## config.mk

```make
export PLATFORM = sky130hd
export DESIGN_NAME = fir16_seq
export DESIGN_NICKNAME = d
export VERILOG_FILES = /design/src/rtl/fir16_pkg.sv /design/src/rtl/fir16_coef.sv /design/src/rtl/fir16_seq.sv
export SDC_FILE = /design/constraint.sdc
export NUM_CORES = 2
export LEC_CHECK = 0
export BUFFER_PORTS_ARGS = -buffer_cell sky130_fd_sc_hd__buf_2
export CAP_MARGIN = 20
export CORE_MARGIN = 1
export CORE_UTILIZATION = 58
export DETAILED_ROUTE_END_ITERATION = 16
export GPL_TIMING_DRIVEN = 0
export PLACE_DENSITY = 0.83
export SKIP_LAST_GASP = 1
export SYNTH_ARGS = -nofsm -noshare
export SYNTH_HDL_FRONTEND = slang
export SYNTH_SLANG_ARGS = --single-unit
```

## constraint.sdc

```tcl
create_clock -name clk -period 6 [get_ports clk]
set_input_delay 0.3 -clock clk [delete_from_list [all_inputs] [get_ports clk]]
set_output_delay 0.3 -clock clk [all_outputs]
set_load 0.01 [all_outputs]
```

## src/rtl/fir16_pkg.sv

```systemverilog
// fir16 shared widths, state encoding and saturation limits.
// Optional output saturation is selected with FIR16_SAT_EN.
package fir16_pkg;
   localparam int DW   = 24;
   localparam int CW   = 18;
   localparam int PW   = 42;
   localparam int AW   = 48;
   localparam int NTAP = 16;

   localparam logic [DW-1:0] SAT_POS = 24'h7FFFFF;
   localparam logic [DW-1:0] SAT_NEG = 24'h800000;

   typedef enum logic [2:0] {
      IDLE,
      SHIFT,
      RUN,
      DRAIN,
      OUT
   } state_t;
endpackage

```

## src/rtl/fir16_coef.sv

```systemverilog
// fir16 coefficient register file, 16 x 18, registered read port.
// Part of fir16_seq; see FIR16_SAT_EN in the top for saturation.
module fir16_coef
   import fir16_pkg::*;
(
   input  logic          clk,
   input  logic          rst,
   input  logic          cw,
   input  logic [3:0]    ca,
   input  logic [CW-1:0] cd,
   input  logic [3:0]    ra,
   output logic [CW-1:0] rd
);

   logic [CW-1:0] h [NTAP];

   // Storage is deliberately not reset.
   always_ff @(posedge clk) begin
      if (cw)
         h[ca] <= cd;
   end

   always_ff @(posedge clk) begin
      if (rst)
         rd <= '0;
      else
         rd <= h[ra];
   end

endmodule

```

## src/rtl/fir16_seq.sv

```systemverilog
// fir16 sequencer and MAC for an external 16-tap delay line.
// Define FIR16_SAT_EN to saturate dout instead of wrapping.
module fir16_seq
   import fir16_pkg::*;
#(
   parameter int OSHIFT = 17
) (
   input  logic          clk,
   input  logic          rst,
   input  logic [DW-1:0] din,
   input  logic          din_stb,
   output logic          busy,
   output logic          ovr,
   input  logic          ovr_clr,
   output logic [DW-1:0] sr_d,
   output logic          sr_ce,
   output logic [3:0]    sr_a,
   input  logic [DW-1:0] sr_y,
   input  logic          cw,
   input  logic [3:0]    ca,
   input  logic [CW-1:0] cd,
   output logic [DW-1:0] dout,
   output logic          dout_stb
);

   localparam int TOP = OSHIFT + DW - 1;

   state_t               st;
   logic                 dcnt;
   logic [CW-1:0]        h_q;
   logic signed [DW-1:0] p1_x;
   logic                 p1_v;
   logic                 p1_f;
   logic signed [PW-1:0] p2;
   logic                 p2_v;
   logic                 p2_f;
   logic [AW-1:0]        acc;

   function automatic logic [DW-1:0] fld(
      input logic [AW-1:0] a
   );
      logic [DW-1:0] r;
      r = a[TOP:OSHIFT];
`ifdef FIR16_SAT_EN
      if (a[AW-1:TOP] != {(AW-TOP){a[TOP]}})
         r = a[AW-1] ? SAT_NEG : SAT_POS;
`endif
      return r;
   endfunction

   fir16_coef u_coef (
      .clk (clk),
      .rst (rst),
      .cw  (cw),
      .ca  (ca),
      .cd  (cd),
      .ra  (sr_a),
      .rd  (h_q)
   );

   always_ff @(posedge clk) begin
      if (rst) begin
         st       <= IDLE;
         busy     <= 1'b0;
         sr_ce    <= 1'b0;
         sr_a     <= '0;
         sr_d     <= '0;
         dout     <= '0;
         dout_stb <= 1'b0;
         dcnt     <= 1'b0;
      end else begin
         sr_ce    <= 1'b0;
         dout_stb <= 1'b0;
         unique case (st)
            IDLE: begin
               if (din_stb) begin
                  sr_d  <= din;
                  sr_ce <= 1'b1;
                  busy  <= 1'b1;
                  st    <= SHIFT;
               end
            end
            SHIFT: begin
               sr_a <= '0;
               st   <= RUN;
            end
            RUN: begin
               if (sr_a == 4'd15) begin
                  sr_a <= '0;
                  dcnt <= 1'b0;
                  st   <= DRAIN;
               end else begin
                  sr_a <= sr_a + 4'd1;
               end
            end
            DRAIN: begin
               dcnt <= 1'b1;
               if (dcnt)
                  st <= OUT;
            end
            OUT: begin
               dout     <= fld(acc);
               dout_stb <= 1'b1;
               busy     <= 1'b0;
               st       <= IDLE;
            end
            default: st <= IDLE;
         endcase
      end
   end

   // A coincident clear loses to a fresh overrun.
   always_ff @(posedge clk) begin
      if (rst)
         ovr <= 1'b0;
      else if (din_stb && busy)
         ovr <= 1'b1;
      else if (ovr_clr)
         ovr <= 1'b0;
   end

   always_ff @(posedge clk) begin
      if (rst) begin
         p1_x <= '0;
         p1_v <= 1'b0;
         p1_f <= 1'b0;
         p2   <= '0;
         p2_v <= 1'b0;
         p2_f <= 1'b0;
         acc  <= '0;
      end else begin
         p1_x <= sr_y;
         p1_v <= (st == RUN);
         p1_f <= (st == RUN) && (sr_a == 4'd0);
         p2   <= p1_x * $signed(h_q);
         p2_v <= p1_v;
         p2_f <= p1_f;
         if (p2_v) begin
            if (p2_f)
               acc <= {{(AW-PW){p2[PW-1]}}, p2};
            else
               acc <= acc + {{(AW-PW){p2[PW-1]}}, p2};
         end
      end
   end

endmodule

```

* Word-level counts from Yosys, hierarchy flattened
Memories as Yosys holds them, arrays and structs flattened. A register that Yosys moved wholly into a read port is not among the register bits.
Cells that the tools add are included.
** Operators by class
- Eq/ne operators :: 8
- Mux-type cells :: 17
- Multipliers :: 1
- Reductions and logical operators :: 13
- Add/subtract/negate cells :: 2
- Bitwise operators :: 1
** Operator list (number)
- $add A48 B48 Y48 :: 1
- $mux W48 :: 1
- $mul A24 B18 Y42 :: 1
- $pmux W3 S4 :: 1
- $mux W3 :: 3
- $mux W1 :: 8
- $pmux W4 S2 :: 1
- $reduce_bool A2 Y1 :: 4
- $eq A3 B2 Y1 const B :: 2
- $ne A2 B2 Y1 const B :: 3
- $reduce_and A2 Y1 :: 3
- $add A4 B1 Y4 const B :: 1
- $eq A4 B4 Y1 const B :: 1
- $logic_not A4 Y1 :: 1
- $mux W4 :: 1
- $pmux W1 S2 :: 2
- $eq A3 B1 Y1 const B :: 1
- $eq A3 B3 Y1 const B :: 1
- $logic_not A3 Y1 :: 1
- $reduce_and A3 Y1 :: 1
- $logic_and A1 B1 Y1 :: 2
- $reduce_or A2 Y1 :: 1
- $not A1 Y1 :: 1
** Storage, ports and cells
- RAM bits :: 288
- Logic and storage cells :: 59
- Input port bits :: 75
- Output and inout port bits :: 56
- Bits in registers :: 178
- Memories kept :: 1
** Memories
- u_coef.h :: depth 16, bits a word 18, rd ports 1, clocked after memory_dff 1, wr ports 1, RTL line fir16_coef.sv:15 : logic [CW-1:0] h [NTAP];

* Longest topological paths before layout
- Depth after elaboration :: 3
- Depth in mapped cells :: 26

* By module
Synthesis repeated with hierarchy kept, for this count alone.
** Second synthesis, totals
- Cell total of the unflattened synthesis :: 3238
- Area, all modules :: 34606.9 µm²
** By module, submodules not included
- fir16_seq :: sequential area each 3403.3 µm², instances 1, area an instance 22944.5 µm², cells an instance 2631
- fir16_coef :: sequential area each 9008.6 µm², instances 1, area an instance 11662.4 µm², cells an instance 607

* Least setup slack after synthesis
Ideal clock, no wire load.
- Kind :: register to register
- From :: register p1_x[14]
- To :: register p2[37]
- Data required time :: 5872 ps
- Setup slack :: -324 ps
- Period minus slack after synthesis :: 6324 ps
- Buffers on the path :: 2
- Library setup time :: 128 ps
- Cell stages (with the launch flop) :: 26
- Arrival time :: 6196 ps
- Cells stage by stage :: dfxtp_1 > clkbuf_1 > clkbuf_1 > nand2_1 > fa_1 > inv_1 > fa_1 > inv_1 > fa_1 > inv_1 > fa_1 > fa_1 > inv_1 > fa_1 > inv_1 > ha_1 > a21o_1 > a21o_1 > a21o_1 > a22o_1 > a211oi_4 > nor3_1 > o21a_1 > o41ai_1 > xor2_1 > nor2_1
** On the way
- Cells in the longest elaborated chain, start to end :: 1
** RTL lines
- start, declared :: RTL line fir16_seq.sv:31 : logic signed [DW-1:0] p1_x;
- start signal, assigned :: RTL line fir16_seq.sv:132 : p1_x <= sr_y;
- $mul A24 B18 Y42 :: RTL line fir16_seq.sv:135 : p2 <= p1_x * $signed(h_q);
- end signal, assigned :: RTL line fir16_seq.sv:135
- end, declared :: RTL line fir16_seq.sv:34 : logic signed [PW-1:0] p2;
Every way passes these cells.
A chain may end at the register's enable or synchronous reset.

* Final worst setup path
- From :: register u_coef.rd[2] (read register of u_coef.h)
- To :: register p2[39]
** On the way
- Cells in the longest elaborated chain, start to end :: 1
** RTL lines
- start, declared :: RTL line fir16_coef.sv:12 : output logic [CW-1:0] rd
- $mul A24 B18 Y42 :: RTL line fir16_seq.sv:135
Every way passes these cells.

==> summary.txt <==
Critical path
  – Critical path endpoint category: register
  – Worst-path fanout max: 10
  – Critical Setup Path Class: reg -> reg
  – Crit path required time: 6.44 ns
  – Worst path arrival time: 7.04 ns
  – Worst setup SP type: register

CTS
  – H-tree depth: 2
  – Clock Sinks: 476
  – TritonCTS buffer count: 47
  – CTS tree: done
  – Bufs on Longest Clock Path: 3
  – Clk slew on worst S/H paths: 0.07 ns
  – Clock latency on the worst-skew pair: 0.61 ns
  – Clock root cell: clkbuf_16

Global routing
  – Largest net degree at the start of global routing: 17
  – Initial antenna violation count: 1
  – Grt ovf: 0
  – GRT Total Usage: 33.68%
  – First-pass GRT wire length: around 150000 um
  – Vias in the first global route: 26717

Synthesis
  – Compound-Gate Fraction of Synth Area: under 10%
  – Number of synthesized register bits: about 480
  – Mux cell area share after synthesis: about 6.2%
  – Synth cell types: 76
  – Adder-Cell Fraction of Synth Area: 29.90%
  – Net Count, Synth: 3700
  – Yosys warns: 0
  – Largest family of logic cells by synthesized area: adder cells
  – Post-synth EDFFs: 288
  – Simple-gate portion of the synthesized area: between 10% and 20%
  – FFs w/ async S/R, synth: 0%
  – XOR/XNOR Fraction of Synth Area: 1.921%
  – Synthesized area: between 0.03 and 0.04 mm2
  – Mean Syn Cell Area: 11.17 um2
  – Cell count after synthesis: 3060
  – Most used DFF post-synth: edfxtp_1
  – Seq/Total Area, Yosys: 36.30%

Timing
  – Final setup viols: 20
  – Minimum clock period: 6.597 ns
  – Hold Vio Cnt, Final: 0
  – Tcrit/Tclk final: 109.9%
  – Worst Slack Setup Final: -0.5969 ns
  – Max transition margin: 21.54%
  – Final hold slack: around 0.07 ns
  – Unrepaired setup endpoints after global routing: true
  – Max-slew violations: 0
  – Clock skew: 0.01838 ns
  – Max Fclk: about 0.15 GHz
  – Worst slew pin tran: 1.177 ns

Layout
  – Most used cells in the layout excluding fill and tap cells: inv_1 (477), nand2_1 (413), fa_1 (405)
  – Fin nets: 4027
  – Diode count: 0
  – Fraction of layout cells with a size suffix above 1: 18.74%
  – Final non-filler cell total: between 4000 and 5000
  – Leading cell type in the layout, fill and taps excluded: inv_1
  – Final Instance Area: 0.04027 mm2
  – Area Overhead vs Synth: 17.80%
  – Final core occ: 69.54%

Job
  – Max-cap viol count: 0

Floorplanning
  – Die area: 0.05992 mm2
  – Rows: 88
  – Die Span Y: approximately 240 um
  – I/O pins: 131
  – Die X: 244.8 um
  – Core ar.: just under 0.06 mm2
  – Initial Utilization: 59.03%

Power
  – Cell leakage power: 17.10 nW
  – Power Density: 326.9 mW/mm2
  – Final Power: roughly 13 mW
  – Peak VDD IR: 345.7 uV

Route
  – Vias: 25248
  – Detailed-router iteration count before antenna repair: 7
  – Antenna Nets Post-Route: 0
  – Residual DRC count: 0
  – Detailed Route Iter0 Violations: 2736
  – DRT Wirelength: 99910 um
  – Routed length per instance: around 24 um
  – Vias per cell: 6.032

Run status
  – Failing checks: setup timing
  – Status: complete, but fails checks

Min path
  – HP Class: in -> reg

Placed design
  – Post-DP Area: 0.03634 mm2
  – GP Congestion: 0.9952
  – Buffers on Ports: 130
  – Post-Place Cells: between 3000 and 4000
  – Final HPWL DP: 68160 um
## layer usage
metal,up-vias,GRT usage (%),wire length (um)
met5,-,0,10
met4,2,21.82,6772
met3,455,7.183,9331
met2,1572,57.37,50330
met1,12640,38.49,33460
li1,10579,-,-
## kinds of logic (layout without fill, tap and decap cells)
| logic type | after synthesis | count (layout) |
|---|---|---|
| flops | 476 | 476 |
| buf+inv | 645 | 1006 |
| fa+ha+maj | 565 | 565 |
| simple gates | 847 | 847 |
| compound gates | 352 | 352 |
| xor+xnor | 75 | 75 |
| mux | 100 | 100 |
## registers in the layout, summed over array words and instances, names as in the netlist
name	cells
dout_stb	1
dcnt	1
sr_d	24
p2_f	1
p2_v	1
p2	41
u_coef.h	288
u_coef.rd	18
p1_v	1
st	3
dout	24
p1_f	1
sr_a	4
ovr	1
sr_ce	1
busy	1
p1_x	24
acc	41
## worst max-delay path, stage by stage, from the launching register on
cell and delay [ns]:
dfxtp_4 0.41, clkbuf_8 0.21, nand2_1 0.08, fa_1 0.49, inv_1 0.06, fa_1 0.46
fa_1 0.53, inv_1 0.06, fa_1 0.52, inv_2 0.04, fa_1 0.52, inv_1 0.05
fa_2 0.59, inv_2 0.06, ha_4 0.23, a21o_1 0.16, a21o_1 0.17, a21o_1 0.22
a22o_4 0.29, a211oi_4 0.31, buf_6 0.16, nor3_2 0.05, o21a_1 0.23, o2111a_1 0.27
nor3_2 0.18, nor3_2 0.07
## layout make-up
cell class                 instances  area (um2)
multi-input combinational       1939       19830
fill                            3862       17640
sequential                       476       12510
timing repair buffer             286        2270
inverter                         495        1858
clock buffer                      55        1269
buffer                           142        1249
tap                              765       957.2
clock inverter                    28       330.3
## per-stage QoR
| stage | setup TNS (ns) | setup slack [ns] |
|---|---|---|
| after floorplan | 0 | 0.001138 |
| after global placement | -18.08 | -1.132 |
| after global routing | -9.983 | -0.7114 |
| after detailed placement | -21.95 | -1.313 |
| final | -7.683 | -0.5969 |
| after CTS | -3.158 | -0.3798 |
## where the power goes
group          internal, mW  switching, mW
clock                  1.78           1.32
combinational          2.71           3.48
sequential             3.68          0.183
total                  8.18           4.99
## cells in the mapped netlist, types with 11 or more instances
cell type,instances,share of area [%]
a21o_1,44,0.97
a21oi_1,114,1.7
and2_1,168,3.1
buf_1,14,0.15
clkbuf_1,133,1.5
dfxtp_1,188,11
edfxtp_1,288,25
fa_1,420,25
ha_1,145,5.3
inv_1,495,5.4
mux4_2,90,5.9
nand2_1,424,4.7
nand2b_1,28,0.51
nand3_1,12,0.18
nor2_1,101,1.1
nor2b_1,52,0.95
nor3_1,25,0.37
o211a_1,11,0.32
o211ai_1,29,0.64
o21ai_0,52,0.76
o21bai_1,11,0.24
xnor2_1,48,1.2
xor2_1,27,0.69
## final timing paths
kind                                   start             end  slack, ns  cells after the start
worst min-delay path                   cd[1]  u_coef.h[5][1]       0.07                      1
worst max register to register  u_coef.rd[2]          p2[39]      -0.60                     25
worst min register to register          p1_v            p2_v       0.43                      1
worst max-delay path            u_coef.rd[2]          p2[39]      -0.60                     25
## timing repair
item	CTS	global route
pin swaps	60	41
gates cloned	0	0
hold endpoints to repair	49	0
gates resized for setup	275	72
buffers inserted	51	33
setup endpoints to repair	25	23
hold buffers	50	0
Note: power is estimated with default switching activity, not from simulation.
